==> config.mk <==
export PLATFORM = sky130hd
export DESIGN_NAME = rf_write_arbiter_flat
export DESIGN_NICKNAME = d
export VERILOG_FILES = /design/src/rtl/rf_pkg.sv /design/src/rtl/rf_write_arbiter_if.sv /design/src/rtl/rr_arbiter.sv /design/src/rtl/rf_write_arbiter.sv /design/src/flat_wrapper.sv
export SDC_FILE = /design/constraint.sdc
export NUM_CORES = 1
export LEC_CHECK = 0
export CAP_MARGIN = 20
export CORE_ASPECT_RATIO = 0.5
export CORE_UTILIZATION = 42
export DETAILED_ROUTE_END_ITERATION = 16
export PLACE_DENSITY = 0.95
export SLEW_MARGIN = 10
export SYNTH_ARGS = -nofsm -noshare
export SYNTH_HDL_FRONTEND = slang
export SYNTH_HIERARCHICAL = 1
export SYNTH_SLANG_ARGS = --single-unit
==> constraint.sdc <==
create_clock -name clk -period 4.6 [get_ports clk]
set_input_delay 0.92 -clock clk [delete_from_list [all_inputs] [get_ports clk]]
set_output_delay 0.92 -clock clk [all_outputs]
set_load 0.02 [all_outputs]
==> src/rtl/rf_pkg.sv <==
// Register-file shared definitions: bank geometry, the zero-register address
// and the writeback requester indices.
package rf_pkg;

   localparam int RF_ADDR_W    = 5;
   localparam int RF_DATA_W    = 32;
   localparam int RF_NUM_REGS  = 32;
   localparam int RF_ZERO_ADDR = 0;

   typedef enum logic [1:0] {
      WB_ALU = 2'd0,
      WB_MEM = 2'd1,
      WB_MUL = 2'd2
   } wb_src_e;

endpackage

==> src/rtl/rf_write_arbiter_if.sv <==
// Writeback-request and register-bank write bus of rf_write_arbiter.
// When RF_WR_FWD_EN is defined, the bus also carries the read-forwarding compare signals.
interface rf_write_arbiter_if #(
   parameter int N_REQ  = 3,
   parameter int ADDR_W = 5,
   parameter int DATA_W = 32
);

   logic [N_REQ-1:0]        req_valid;
   logic [N_REQ*ADDR_W-1:0] req_addr;
   logic [N_REQ*DATA_W-1:0] req_data;
   logic [N_REQ-1:0]        req_ready;
   logic                    hold;
   logic [ADDR_W-1:0]       rf_addr_d;
   logic [DATA_W-1:0]       rf_data;
   logic                    rf_write;
   logic                    collision;

`ifdef RF_WR_FWD_EN
   logic [ADDR_W-1:0]       rd_addr_a;
   logic [ADDR_W-1:0]       rd_addr_b;
   logic                    fwd_a_hit;
   logic                    fwd_b_hit;
   logic [DATA_W-1:0]       fwd_a_data;
   logic [DATA_W-1:0]       fwd_b_data;

   modport master (
      output req_valid, req_addr, req_data, hold, rd_addr_a, rd_addr_b,
      input  req_ready, rf_addr_d, rf_data, rf_write, collision,
             fwd_a_hit, fwd_b_hit, fwd_a_data, fwd_b_data
   );
   modport slave (
      input  req_valid, req_addr, req_data, hold, rd_addr_a, rd_addr_b,
      output req_ready, rf_addr_d, rf_data, rf_write, collision,
             fwd_a_hit, fwd_b_hit, fwd_a_data, fwd_b_data
   );
`else
   modport master (
      output req_valid, req_addr, req_data, hold,
      input  req_ready, rf_addr_d, rf_data, rf_write, collision
   );
   modport slave (
      input  req_valid, req_addr, req_data, hold,
      output req_ready, rf_addr_d, rf_data, rf_write, collision
   );
`endif

endinterface

==> src/rtl/rr_arbiter.sv <==
// Generic N-way round-robin arbiter: a one-hot combinational grant that searches
// from a rotating pointer, which moves past the winner after each grant.
module rr_arbiter #(
   parameter int N = 3
) (
   input  logic         clk,
   input  logic         reset,
   input  logic [N-1:0] req,
   input  logic         enable,
   output logic [N-1:0] grant
);

   localparam int PTR_W = (N > 1) ? $clog2(N) : 1;

   logic [PTR_W-1:0] ptr_p0;
   logic [PTR_W-1:0] ptr_nxt;
   logic [PTR_W-1:0] idx_v;
   logic             found;
   int               idx;
   int               nidx;

   always_comb begin
      grant   = '0;
      ptr_nxt = ptr_p0;
      found   = 1'b0;
      idx     = 0;
      nidx    = 0;
      idx_v   = '0;
      if (enable) begin
         for (int k = 0; k < N; k++) begin
            idx = int'(ptr_p0) + k;
            if (idx >= N) idx = idx - N;
            idx_v = PTR_W'(idx);
            if (!found && req[idx_v]) begin
               found        = 1'b1;
               grant[idx_v] = 1'b1;
               nidx         = idx + 1;
               if (nidx >= N) nidx = 0;
               ptr_nxt      = PTR_W'(nidx);
            end
         end
      end
   end

   // p0 -> p1: pointer advances only on a grant (ptr_nxt defaults to hold)
   always_ff @(posedge clk) begin
      if (reset) ptr_p0 <= '0;
      else       ptr_p0 <= ptr_nxt;
   end

endmodule

==> src/rtl/rf_write_arbiter.sv <==
// Round-robin arbiter sharing the register bank write port among N_REQ writeback sources,
// with a registered write stage, zero-register filter and collision flag; define RF_WR_FWD_EN for read forwarding.
module rf_write_arbiter
   import rf_pkg::*;
#(
   parameter int N_REQ            = 3,
   parameter int ADDR_W           = RF_ADDR_W,
   parameter int DATA_W           = RF_DATA_W,
   parameter bit ZERO_REG_PROTECT = 1'b1
) (
   input  logic               clk,
   input  logic               reset,
   rf_write_arbiter_if.slave  bus
);

   logic [N_REQ-1:0]  grant_p0;
   logic              accept_p0;
   logic              zero_hit_p0;
   logic              wr_p0;
   logic              coll_p0;
   logic [ADDR_W-1:0] sel_addr_p0;
   logic [DATA_W-1:0] sel_data_p0;

   logic              vld_p1;
   logic [ADDR_W-1:0] addr_p1;
   logic [DATA_W-1:0] data_p1;
   logic              coll_p1;

   function automatic logic any_collision(input logic [N_REQ-1:0]        v,
                                          input logic [N_REQ*ADDR_W-1:0] a);
      any_collision = 1'b0;
      for (int i = 0; i < N_REQ; i++) begin
         for (int j = i + 1; j < N_REQ; j++) begin
            if (v[i] && v[j] && (a[i*ADDR_W +: ADDR_W] == a[j*ADDR_W +: ADDR_W]))
               any_collision = 1'b1;
         end
      end
   endfunction

   rr_arbiter #(.N(N_REQ)) u_rr (
      .clk    (clk),
      .reset  (reset),
      .req    (bus.req_valid),
      .enable (!bus.hold && !reset),
      .grant  (grant_p0)
   );

   always_comb begin
      sel_addr_p0 = '0;
      sel_data_p0 = '0;
      for (int i = 0; i < N_REQ; i++) begin
         if (grant_p0[i]) begin
            sel_addr_p0 = bus.req_addr[i*ADDR_W +: ADDR_W];
            sel_data_p0 = bus.req_data[i*DATA_W +: DATA_W];
         end
      end
   end

   // A write to r0 is still accepted (ready, pointer moves) but never reaches the bank
   assign accept_p0   = |grant_p0;
   assign zero_hit_p0 = ZERO_REG_PROTECT && (sel_addr_p0 == ADDR_W'(RF_ZERO_ADDR));
   assign wr_p0       = accept_p0 && !zero_hit_p0;
   assign coll_p0     = any_collision(bus.req_valid, bus.req_addr);

   // p0 -> p1: output stage; addr/data hold when idle so addr_d stays stable as write drops
   always_ff @(posedge clk) begin
      if (reset) begin
         vld_p1  <= 1'b0;
         addr_p1 <= '0;
         data_p1 <= '0;
         coll_p1 <= 1'b0;
      end else begin
         vld_p1  <= wr_p0;
         coll_p1 <= coll_p0;
         if (wr_p0) begin
            addr_p1 <= sel_addr_p0;
            data_p1 <= sel_data_p0;
         end
      end
   end

   assign bus.req_ready = grant_p0;
   assign bus.rf_write  = vld_p1;
   assign bus.rf_addr_d = addr_p1;
   assign bus.rf_data   = data_p1;
   assign bus.collision = coll_p1;

`ifdef RF_WR_FWD_EN
   // The bank commits at the end of the write cycle, so readers see the in-flight value here
   assign bus.fwd_a_hit  = vld_p1 && (addr_p1 == bus.rd_addr_a);
   assign bus.fwd_b_hit  = vld_p1 && (addr_p1 == bus.rd_addr_b);
   assign bus.fwd_a_data = data_p1;
   assign bus.fwd_b_data = data_p1;
`endif

endmodule

==> src/flat_wrapper.sv <==
// flat-port wrapper written by rule: the top's interface ports become plain ports
module rf_write_arbiter_flat import rf_pkg::*;
#(
   parameter int N_REQ            = 3,
   parameter int ADDR_W           = RF_ADDR_W,
   parameter int DATA_W           = RF_DATA_W,
   parameter bit ZERO_REG_PROTECT = 1'b1
)
  (clk, reset, bus_req_valid, bus_req_addr, bus_req_data, bus_hold, bus_req_ready, bus_rf_addr_d, bus_rf_data, bus_rf_write, bus_collision);
  rf_write_arbiter_if #(.N_REQ(N_REQ), .ADDR_W(ADDR_W), .DATA_W(DATA_W)) bus_i ();
  input  logic clk;
  input  logic reset;
  input wire logic [$bits(bus_i.req_valid)-1:0] bus_req_valid;
  input wire logic [$bits(bus_i.req_addr)-1:0] bus_req_addr;
  input wire logic [$bits(bus_i.req_data)-1:0] bus_req_data;
  input wire logic [$bits(bus_i.hold)-1:0] bus_hold;
  output wire logic [$bits(bus_i.req_ready)-1:0] bus_req_ready;
  output wire logic [$bits(bus_i.rf_addr_d)-1:0] bus_rf_addr_d;
  output wire logic [$bits(bus_i.rf_data)-1:0] bus_rf_data;
  output wire logic [$bits(bus_i.rf_write)-1:0] bus_rf_write;
  output wire logic [$bits(bus_i.collision)-1:0] bus_collision;
  assign bus_i.req_valid = bus_req_valid;
  assign bus_i.req_addr = bus_req_addr;
  assign bus_i.req_data = bus_req_data;
  assign bus_i.hold = bus_hold;
  assign bus_req_ready = bus_i.req_ready;
  assign bus_rf_addr_d = bus_i.rf_addr_d;
  assign bus_rf_data = bus_i.rf_data;
  assign bus_rf_write = bus_i.rf_write;
  assign bus_collision = bus_i.collision;
  rf_write_arbiter #(.N_REQ(N_REQ), .ADDR_W(ADDR_W), .DATA_W(DATA_W), .ZERO_REG_PROTECT(ZERO_REG_PROTECT)) u_core (.clk(clk), .reset(reset), .bus(bus_i));
endmodule
==> metrics.csv, run 1 <==
stage,metric,value,unit
outcome,outcome,"complete, no violations",
min_path,hold crit path type,flip-flop to flip-flop,
route,drt total wl,9309,µm
layout,Layout Utilization,73.11,%
logic_synthesis,top post-synthesis cells by area,"dfxtp_1, o31ai_2, nand4b_1",
logic_synthesis,Yosys top cell area share,28.44,%
logic_synthesis,Commonest cells post-synth,"a21oi_1, dfxtp_1, nor2_1",
critical_path,crit start category,primary input,
place,Post-Place Cell Area,4471,µm²
route,DRT iter0 DRCs,203,
floorplanning,Die Ht,60.62,µm
clocking,Clock Sink Count,41,
sta,setup tns final,0,ns
sta,Tmin final,3.920,ns
sta,RSZ-0062 raised after global routing,false,
layout,Multi-input gate area,1853,µm²
global_routing,remaining global-route overflow,0,
critical_path,Crit path arrival time,3.00,ns
sta,Max Slew Vio Count,0,
clocking,CTS Hold Bufs,0,
clocking,"Clk Latency, worst-skew pair",0.29,ns
floorplanning,Initial Util,45.41,%
global_routing,largest net degree at the start of global routing,74,
layout,filler instances,434,
clocking,maximum clock path buffer count,2,
sta,Final Hold Vio Count,0,
sta,fmax,255.1,MHz
global_routing,vias in the first global route,3094,
logic_synthesis,"Seq/Total Area, Yosys",28.44,%
layout,FF/Latch Area,820.8,µm²
route,total number of vias,3173,
layout,Layout Nets,593,
place,IO Port Bufs,158,
sta,clock skew,0.003402,ns
clocking,Clock Pin Slew Worst Setup and Hold Paths,0.06,ns
logic_synthesis,Post-Syn Nets,456,
global_routing,initial antenna violation count,0,
layout,diodes inserted,0,
pwr,Comb power frac,34.7,%
clocking,CTS tree,yes,
logic_synthesis,YS warnings,6,
logic_synthesis,Mapped Area,2887,µm²
sta,period utilization,85.23,%
layout,Final Cell Area,4647,µm²
logic_synthesis,predominant post-synthesis flop cell,dfxtp_1,
clocking,CTS H-tree depth,2,
pwr,Reg power frac,31.5,%
clocking,post-CTS setup buffer count,0,
logic_synthesis,Yosys top cell by area,dfxtp_1,
layout,Post-Layout Cell Count,561,
pwr,Worst VDD drop,0.0001377,V
logic_synthesis,Cell variety after synth,43,
pwr,Cell Int Power,0.8538,mW
logic_synthesis,Post-Synthesis Mean Instance Area,8.616,µm²
logic_synthesis,Post-synth EDFFs,0,
pwr,PD cells,267.4,nW/µm²
global_routing,Total GRT Usage,25.58,%
job,Max-Cap Viols,0,
pwr,Switch Pwr,0.3888,mW
floorplanning,Chip Width,119.2,µm
pwr,leakage power,1.674,nW
critical_path,worst-path maximum fanout,7,
clocking,Root Driver,clkbuf_16,
critical_path,crit end category,primary output,
critical_path,Worst EP required,3.68,ns
logic_synthesis,Post-Synthesis Cells,335,
floorplanning,Core ar.,6356,µm²
layout,synthesis-to-layout area growth,60.99,%
global_routing,first-pass GRT wire length,14720,µm
route,WL/cell,16.59,µm
sta,Tightest Pin Transition,0.7917,ns
clocking,CTS buffer count,5,
place,Final GP Congestion,0.8655,
route,DR pass1 iterations,4,
clocking,post-CTS resize count,0,
route,vias per cell,5.656,
sta,Slew headroom,47.22,%
sta,final setup fails,0,
critical_path,critical path class,primary input to primary output,
route,DRT antenna net count,0,
logic_synthesis,top-count cell post-synth,a21oi_1,
pwr,switching share of power,31.29,%
place,Final HPWL DP,6660,µm
floorplanning,Top Ports,159,
route,DR DRC count,0,
pwr,clock share of power,33.8,%
floorplanning,die area,7228,µm²
logic_synthesis,Synth Register Bits,41,
logic_synthesis,Async SR Flop Fraction,0,%
place,Placed Instances,553,
floorplanning,row count,20,
layout,share of cells above drive strength 1,11.84,%
-- final timing paths --
kind / endpoint / depth (start not counted) / start / slack [ns]
setup / recovery: bus_req_ready[0] / 7 / bus_req_valid[2] / 0.68
hold / removal: u_core/bus.rf_addr_d[2]$_SDFFE_PP0P_ / 2 / u_core/bus.rf_addr_d[2]$_SDFFE_PP0P_ / 0.47
setup reg to reg: u_core/bus.rf_data[12]$_SDFFE_PP0P_ / 12 / u_core/u_rr/ptr_p0[0]$_SDFFE_PP0P_ / 1.22
hold reg to reg: u_core/bus.rf_addr_d[2]$_SDFFE_PP0P_ / 2 / u_core/bus.rf_addr_d[2]$_SDFFE_PP0P_ / 0.47
-- routing by layer --
layer  global-route usage, %  part of all wire [%]  wire, µm  up-vias
met5                       0                     0         0        -
met4                   11.57                   3.0       277        0
met3                   4.229                   3.8       355       29
met2                   48.17                    52      4819       92
met1                   29.79                    41      3857     1503
li1                        -                     -         -     1549
-- cell usage in the layout (no fill, tap or decap), drive strengths merged, types with 4 or more instances in the layout --
cell / n
a21oi: 45
a22o: 4
a22oi: 32
buf: 10
clkbuf: 6
clkdlybuf4s50: 157
dfxtp: 41
ha: 4
inv: 8
nand2: 4
nand3: 7
nand3b: 6
nand4b: 33
nor2: 36
o31ai: 33
xor2: 12
-- registers in the layout (all words and copies together) (netlist names) --
| name | cells |
|---|---|
| u_core/bus.rf_data | 32 |
| u_core/bus.rf_addr_d | 5 |
| u_core/u_rr/ptr_p0 | 2 |
| u_core/bus.collision | 1 |
| u_core/bus.rf_write | 1 |
-- cells by family (layout without fill, tap and decap cells) --
logic type | Yosys count | after routing | synth area share [%]
AOI/OAI and AO/OA | 125 | 125 | 34.16
and+or+nand+nor | 101 | 101 | 22.06
buffers and inverters | 45 | 183 | 7.629
DFF | 41 | 41 | 28.44
xor gates and xnor gates | 15 | 15 | 4.552
adders and majority gates | 4 | 4 | 1.734
muxes | 4 | 4 | 1.430
-- power groups by stage --
stage	Clock, mW	Combinational, mW	Sequential [mW]
final	0.419	0.432	0.391
after global routing	0.440	0.459	0.395
after CTS	0.421	0.428	0.392
after detailed placement	0	0.422	0.399
after global placement	0	0.416	0.398
after floorplan	0	0.210	0.426
-- per-stage QoR --
step | hold slack [ns] | worst slack [ns] | total power [mW]
floorplan | 0.4804 | 1.288 | 0.6366
global placement | 0.4533 | 0.7304 | 0.8135
detailed placement | 0.4577 | 0.6217 | 0.8210
CTS | 0.4679 | 0.6964 | 1.240
global route | 0.4953 | 0.5703 | 1.293
finish | 0.4684 | 0.6795 | 1.243
-- critical path: stages --
cell and delay (ns):
clkdlybuf4s50_1 0.58, mux2i_1 0.13, o21a_1 0.21, mux2_1 0.21, nand3_2 0.08, nand2_1 0.21, clkdlybuf4s50_1 0.66
-- final cells by class --
type / instances / area share (%)
clock buffers: 6 / 2.989
clock inverters: 2 / 0.8078
inverters: 8 / 0.6462
multi-input cells: 249 / 39.88
flip-flops and latches: 41 / 17.66
well taps: 88 / 2.369
repair buffers: 167 / 35.65
Note: power is estimated with default switching activity, not from simulation.
==> inputs of run 2 (changes only) <==
Settings changed: ABC_CLOCK_PERIOD_IN_PS set to 4600.
==> results of run 2 <==
Same layout as run 1: the final DEF is identical, and so are final timing and power.
